===== config.mk =====
export PLATFORM = sky130hd
export DESIGN_NAME = decode_8b10b
export DESIGN_NICKNAME = d
export VERILOG_FILES = /design/src/rtl/decode_8b10b.sv
export SDC_FILE = /design/constraint.sdc
export NUM_CORES = 1
export LEC_CHECK = 0
export CAP_MARGIN = 30
export CORE_ASPECT_RATIO = 1.5
export CORE_MARGIN = 8
export CORE_UTILIZATION = 50
export DETAILED_ROUTE_END_ITERATION = 7
export PLACE_DENSITY = 0.71
export SYNTH_ARGS = -nofsm -noshare
export SYNTH_HDL_FRONTEND = slang
export SYNTH_SLANG_ARGS = --single-unit

===== constraint.sdc =====
create_clock -name clk -period 3.05 [get_ports clk]
set_input_delay 0.305 -clock clk [delete_from_list [all_inputs] [get_ports clk]]
set_output_delay 0.305 -clock clk [all_outputs]
set_load 0.01 [all_outputs]

===== src/rtl/decode_8b10b.sv =====
// decode_8b10b: 10b code group to byte decoder with running-disparity checking and word-lock/slip control
module decode_8b10b #(
  parameter int GOOD_TO_LOCK  = 4,
  parameter int BAD_TO_UNLOCK = 3,
  parameter int SLIP_HOLDOFF  = 8
) (
  input  logic       clk,
  input  logic       rst,
  input  logic [9:0] d_in,
  input  logic       in_valid,
  output logic [7:0] d_out,
  output logic       out_valid,
  output logic       code_err,
  output logic       disp_err,
  output logic       rd_out,
  output logic       locked,
  output logic       slip
);
  typedef enum logic [1:0] {HUNT, HOLDOFF, LOCKED} state_t;
  localparam logic [3:0] G_MAX = 4'(GOOD_TO_LOCK - 1);
  localparam logic [3:0] B_MAX = 4'(BAD_TO_UNLOCK - 1);
  localparam logic [7:0] H_MAX = 8'(SLIP_HOLDOFF - 1);
  state_t state, state_nx;
  logic [3:0] good_cnt, good_nx, bad_cnt, bad_nx;
  logic [7:0] hold_cnt, hold_nx;
  logic [5:0] s6;
  logic [3:0] s4;
  logic [4:0] dec5;
  logic [2:0] dec3;
  logic v6, v4, p6, n6, p4, n4, rd6, rd4, de6, de4, ce, de, bad, slip_nx;
  assign s6 = d_in[5:0];
  assign s4 = d_in[9:6];
  always_comb begin
    dec5 = '0;
    v6 = 1'b1;
    case (s6)
      6'b100111, 6'b011000: dec5 = 5'd0;
      6'b011101, 6'b100010: dec5 = 5'd1;
      6'b101101, 6'b010010: dec5 = 5'd2;
      6'b110001:            dec5 = 5'd3;
      6'b110101, 6'b001010: dec5 = 5'd4;
      6'b101001:            dec5 = 5'd5;
      6'b011001:            dec5 = 5'd6;
      6'b111000, 6'b000111: dec5 = 5'd7;
      6'b111001, 6'b000110: dec5 = 5'd8;
      6'b100101:            dec5 = 5'd9;
      6'b010101:            dec5 = 5'd10;
      6'b110100:            dec5 = 5'd11;
      6'b001101:            dec5 = 5'd12;
      6'b101100:            dec5 = 5'd13;
      6'b011100:            dec5 = 5'd14;
      6'b010111, 6'b101000: dec5 = 5'd15;
      6'b011011, 6'b100100: dec5 = 5'd16;
      6'b100011:            dec5 = 5'd17;
      6'b010011:            dec5 = 5'd18;
      6'b110010:            dec5 = 5'd19;
      6'b001011:            dec5 = 5'd20;
      6'b101010:            dec5 = 5'd21;
      6'b011010:            dec5 = 5'd22;
      6'b111010, 6'b000101: dec5 = 5'd23;
      6'b110011, 6'b001100: dec5 = 5'd24;
      6'b100110:            dec5 = 5'd25;
      6'b010110:            dec5 = 5'd26;
      6'b110110, 6'b001001: dec5 = 5'd27;
      6'b001110:            dec5 = 5'd28;
      6'b101110, 6'b010001: dec5 = 5'd29;
      6'b011110, 6'b100001: dec5 = 5'd30;
      6'b101011, 6'b010100: dec5 = 5'd31;
      default:              v6 = 1'b0;
    endcase
  end
  always_comb begin
    dec3 = '0;
    v4 = 1'b1;
    case (s4)
      4'b1011, 4'b0100:                   dec3 = 3'd0;
      4'b1001:                            dec3 = 3'd1;
      4'b0101:                            dec3 = 3'd2;
      4'b1100, 4'b0011:                   dec3 = 3'd3;
      4'b1101, 4'b0010:                   dec3 = 3'd4;
      4'b1010:                            dec3 = 3'd5;
      4'b0110:                            dec3 = 3'd6;
      4'b1110, 4'b0001, 4'b0111, 4'b1000: dec3 = 3'd7;
      default:                            v4 = 1'b0;
    endcase
  end
  // The 4b sub-block is judged against the RD left behind by the 6b sub-block
  always_comb begin
    p6 = $countones(s6) > 3;
    n6 = $countones(s6) < 3;
    p4 = $countones(s4) > 2;
    n4 = $countones(s4) < 2;
    rd6 = p6 ? 1'b1 : n6 ? 1'b0 : rd_out;
    rd4 = p4 ? 1'b1 : n4 ? 1'b0 : rd6;
    de6 = v6 & ((p6 & rd_out) | (n6 & ~rd_out) | (s6 == 6'b111000 & rd_out) | (s6 == 6'b000111 & ~rd_out));
    de4 = v4 & ((p4 & rd6) | (n4 & ~rd6) | (s4 == 4'b1100 & rd6) | (s4 == 4'b0011 & ~rd6));
    ce = ~v6 | ~v4;
    de = de6 | de4;
    bad = ce | de;
  end
  always_comb begin
    state_nx = state;
    good_nx = good_cnt;
    bad_nx = bad_cnt;
    hold_nx = hold_cnt;
    slip_nx = 1'b0;
    if (in_valid)
      case (state)
        HUNT:
          if (bad) begin
            good_nx = '0;
            hold_nx = '0;
            slip_nx = 1'b1;
            state_nx = HOLDOFF;
          end else if (good_cnt >= G_MAX) begin
            good_nx = '0;
            bad_nx = '0;
            state_nx = LOCKED;
          end else good_nx = good_cnt + 4'd1;
        HOLDOFF:
          if (hold_cnt >= H_MAX) begin
            hold_nx = '0;
            good_nx = '0;
            state_nx = HUNT;
          end else hold_nx = hold_cnt + 8'd1;
        LOCKED:
          if (!bad) bad_nx = '0;
          else if (bad_cnt >= B_MAX) begin
            bad_nx = '0;
            good_nx = '0;
            state_nx = HUNT;
          end else bad_nx = bad_cnt + 4'd1;
        default: state_nx = HUNT;
      endcase
  end
  always_ff @(posedge clk or posedge rst)
    if (rst) begin
      state <= HUNT;
      good_cnt <= '0;
      bad_cnt <= '0;
      hold_cnt <= '0;
      d_out <= '0;
      out_valid <= 1'b0;
      code_err <= 1'b0;
      disp_err <= 1'b0;
      rd_out <= 1'b0;
      locked <= 1'b0;
      slip <= 1'b0;
    end else begin
      out_valid <= in_valid;
      slip <= slip_nx;
      if (in_valid) begin
        d_out <= {dec3, dec5};
        code_err <= ce;
        disp_err <= de;
        rd_out <= rd4;
        state <= state_nx;
        good_cnt <= good_nx;
        bad_cnt <= bad_nx;
        hold_cnt <= hold_nx;
        locked <= state_nx == LOCKED;
      end
    end
endmodule

Word level (Yosys, flattened, before mapping)
Index checks and enable logic that the tools add are counted.
Widths: inputs -> output; s select.
- output and inout port bits: 14
- register bits after elaboration: 32
- bitwise operators: 23
- order comparisons: 7
- reductions and logical operators: 25
- add/sub/neg operators: 11
- mux-type cells: 32
- eq/ne operators: 69
- operator list (cell ; count):
    $pmux 5 s31 ; 1
    $eq 6x6->1 const B ; 23
    $eq 6x5->1 const B ; 14
    $gt 32x3->1 const B ; 2
    $reduce_or 46->1 ; 1
    $eq 6x4->1 const B ; 6
    $mux 4 ; 9
    $reduce_or 2->1 ; 15
    $eq 4x4->1 const B ; 7
    $pmux 3 s7 ; 1
    $eq 6x3->1 const B ; 3
    $eq 4x3->1 const B ; 4
    $mux 8 ; 2
    $pmux 8 s2 ; 1
    $reduce_or 14->1 ; 1
    $mux 2 ; 6
    $ne 2x2->1 const B ; 6
    $pmux 4 s3 ; 1
    $add 1x1->2 ; 5
    $and 1x1->1 ; 10
    $mux 1 ; 9
    $or 1x1->1 ; 9
    $add 4x1->4 const B ; 2
    $add 8x1->8 const B ; 1
    other kinds (20) ; 28

Longest topological paths before layout
- depth in word-level cells: 18
- mapped depth: 14
- mapped depth without buffers: 13

Least setup slack after synthesis
OpenSTA, ideal clock, no wires.
- kind: in2reg
- start: input port d_in[0]
- end: register locked
- stages: 12
- slack: -491 ps
- setup time: 101 ps
- required time: 2949 ps
- arrival time: 3440 ps
- cell sequence: fa_1 > inv_1 > fa_1 > inv_1 > ha_1 > fa_1 > a31oi_1 > mux2i_1 > o21ai_2 > a2111oi_0 > a21oi_1 > o32ai_1
- longest elaborated chain between the ends: 18
- elaborated cells on any way between the ends: 81
- those cells by class: add/sub (3); order compare (2); eq/ne (47); mux (7); bitwise (21); reduce/logical (1)
- ends and longest elaborated chain (item ; RTL line ; source):
    start, declared ; 9 ; input logic [9:0] d_in,
    branches (longest 13 deep; another with $gt 32x3->1) ; - ;
    $or 1x1->1 (*) ; 99 ; bad = ce | de;
    $mux 2 (on tied branches) ; 127, 110 ;
    $pmux 2 s3 (*) ; 108 ; case (state)
    $mux 2 (*) ; 107 ; if (in_valid)
    $eq 2x2->1 (*) ; 161 ; locked <= state_nx == LOCKED;
    end signal, assigned ; 147 ; locked <= 1'b0;
    end signal, assigned ; 161 ;
    end, declared ; 16 ; output logic locked,
Mark *: on every way between the ends.
A chain may end at the register's enable or synchronous reset.

Final worst setup path
Ends and elaborated chain as after synthesis.

==> summary.txt <==
Max H-tree Level: 2
TritonCTS clock tree: built
crit end category: flip-flop
vias per inst: 5.94
period utilization: 110%
Fin. Hold Viols: 0
Reg2Reg Capture Point: locked
post-synthesis mux area share: 2.71%
Post-Synth Simple-Gate Area: 28.0%
Yosys top cell by area: dfrtp_1
DR iter-0 viols: 209
Setup WS post-layout: -0.312 ns
CP Launch Type: input pin
Worst EP arrival: 3.54 ns
Main synth FF type: dfrtp_1
std cell rows: 33
Post-synth EDFFs: 0
Clock transition at path regs: 0.06 ns
synthesized area: 2770 µm²
R2R depth: 7
total global routing overflow: 0
Slowest cell on crit path: fa_1
final setup violation count: 20
Mapped Cells: 326
r2r setup slk: 0.83 ns
Hold Path Class: input pin to async pin
Crit Path Class: input pin to flip-flop
Worst R2R Start: state[1]
post-route insts no fill: 468
Synth Area in XOR/XNOR: 0.633%
VDD IR max: 0.198 mV
die height: 107 µm
Fin Clk Skew: 0.00382 ns
initial antenna violation count: 0
Clock Tree Buf Depth: 2
pre-CTS WS: -1.04 ns
Async SR Flop Fraction: 100%
largest net degree at the start of global routing: 33
DRC viols: 0
commonest non-fill, non-tap cells in the layout: buf_4, nand2_1, dfrtp_1
sequential element share of the synthesized area: 28.9%
Ant. Diodes: 0
Peak Freq: 297 MHz
Adder-Cell Fraction of Synth Area: 11.9%
Ys Warns: 0
total number of vias: 2780
synth top area cells: dfrtp_1, ha_1, nand2_1
die span in x: 76.7 µm
root buf cell: clkbuf_8
Area Overhead vs Synth: 34.4%
GRT Overall Usage: 18.7%
Synth Area in Compound Gates: 20.9%
Placed Cells: 458
leakage: 1.67 nW
Yosys cell types: 63
unrepaired setup endpoints after global routing: yes
area of the core: 5410 µm²
Ports: 27
outcome: finished, violations left
crit-path most repeated cell: fa_1
Power Dens Cells: 447 nW/µm²
global-route wire length before repair: 12900 µm
minimum clock period: 3.36 ns
CP Data Required Time: 3.23 ns
CP top delay family: adder cells
Skew-Pair Late Insertion Delay: 0.28 ns
Routed WL per cell: 16.5 µm
violations in the final reports: setup timing
Post-Syn Area per Cell: 8.49 µm²
Die ar.: 8220 µm²
Largest stage delay, worst path: 0.53 ns
largest family of logic cells by synthesized area: simple AND/OR/NAND/NOR gates
layout cell share with drive strength beyond 1: 24.9%
1st-pass router iterations: 5
Max Slew Vio Count: 0
Worst Path Max Fanout: 4
Synth Net Count: 363
CTS sink cnt: 32
worst slew pin tran: 0.578 ns
initial core utilization: 51.1%
hpwl dp: 5650 µm
Placer Congestion: 0.989
DRT antenna net count: 0
most common cell after layout, fill and taps aside: buf_4
Layout Nets: 437
max cap viols: 0
post-synth top area share: 28.9%
max_slew headroom: 61.4%
vias in the first global route: 2735
worst-path cell chain: buf_6, fa_1, inv_1, fa_1, inv_1, ha_2, fa_1, a31oi_2, mux2i_2, buf_4, o21ai_4, buf_6, a2111oi_4, a21oi_2, o32ai_2
flip-flop and latch count after synthesis: 32
final WL: 7730 µm
Port Buf Inserts: 26
worst path bufs/invs: 5
Num CTS Buffers: 5
## worst max path at each step
stage | slack, ns | depth (start not counted) | end | from
2_1_floorplan | -0.40 | 12 | hold_cnt[0] | d_in[0]
3_3_place_gp | -0.91 | 12 | good_cnt[1] | d_in[0]
3_5_place_dp | -1.04 | 12 | good_cnt[1] | d_in[0]
4_1_cts | -0.34 | 13 | good_cnt[1] | d_in[0]
5_1_grt | -0.42 | 13 | good_cnt[1] | d_in[0]
6_report | -0.31 | 15 | locked | d_in[0]
## per-layer routing
| layer | up-vias | share of wire, % | global-route usage, % |
|---|---|---|---|
| li1 | 1325 | - | - |
| met1 | 1347 | 40 | 20.8 |
| met2 | 86 | 53 | 33.5 |
| met3 | 22 | 4.2 | 2.51 |
| met4 | 0 | 3.1 | 10.1 |
| met5 | - | 0 | 0 |
## repair_timing
item / 4_1_cts / 5_1_grt
gates resized for setup: 33 / 8
setup buffers: 4 / 0
pin swaps: 16 / 8
hold buffers: 0 / 0
setup endpoints to repair: 21 / 20
## cells in the mapped netlist, types with 2 or more instances
cell and n:
nand2_1 35, dfrtp_1 32, inv_1 25, ha_1 20, nor2_1 19, a21oi_1 16, o21ai_0 12, clkbuf_1 9
nor2b_1 9, a31oi_1 8, and2_1 8, nand3_1 8, nor3_1 7, a2bb2oi_1 6, nand2b_1 6, nor3b_1 6
nor4_1 6, o22ai_1 6, a32oi_1 5, and3b_1 5, nand3b_1 5, nand4_1 5, a21o_1 4, buf_2 4
fa_1 4, buf_4 3, mux2_1 3, mux2i_1 3, o21a_1 3, o21ai_1 3, or3_1 3, a32o_1 2
buf_1 2, o2111ai_1 2, o211ai_1 2, o41ai_1 2, xnor2_1 2
## where the power goes
group | switching [mW] | total (mW) | internal, mW
Clock | 0.140 | 0.286 | 0.147
Sequential | 0.0597 | 0.549 | 0.489
Combinational | 0.440 | 0.826 | 0.386
## per-stage QoR
stage / hold slack (ns) / setup TNS, ns / utilization, % / instance area, µm² / power, mW
final: 0.405 / -4.38 / 68.7 / 3720 / 1.66
after floorplan: 0.336 / -4.43 / - / 2800 / 0.967
after CTS: 0.416 / -4.11 / 67.6 / 3660 / 1.61
after detailed placement: 0.498 / -19.31 / 64.0 / 3460 / 1.24
after global routing: 0.454 / -6.89 / 68.7 / 3720 / 1.77
after global placement: 0.481 / -17.01 / 64.0 / 3460 / 1.22
## worst register-to-register path, cell delays in order (launching register included)
cell and delay, ns:
dfrtp_1 0.43, inv_1 0.15, ha_1 0.20, nand4b_1 0.38
and2_1 0.38, nor3_1 0.30, a21oi_2 0.07, o32ai_2 0.21
## area by class of cell
type / instances / area [µm²]
clock buffers: 5 / 68.8
well taps: 70 / 87.6
repair buffers: 86 / 717
flip-flops and latches: 32 / 801
fillers: 438 / 1690
multi-input cells: 250 / 1950
inverters: 25 / 93.8
## sequential cells by signal (all words and copies together), names as in the netlist
register	cells
hold_cnt	8
disp_err	1
state	2
out_valid	1
good_cnt	4
locked	1
rd_out	1
code_err	1
bad_cnt	4
d_out	8
slip	1
## kinds of logic (layout without fill, tap and decap cells)
| kind of cell | count (synthesis) | count (layout) |
|---|---|---|
| adders and majority gates | 24 | 24 |
| xor gates and xnor gates | 2 | 2 |
| muxes | 7 | 7 |
| buffers and inverters | 44 | 116 |
| DFF | 32 | 32 |
| and+or+nand+nor | 133 | 133 |
| AOI/OAI and AO/OA | 84 | 84 |
Power figures use the tool's default switching activity.
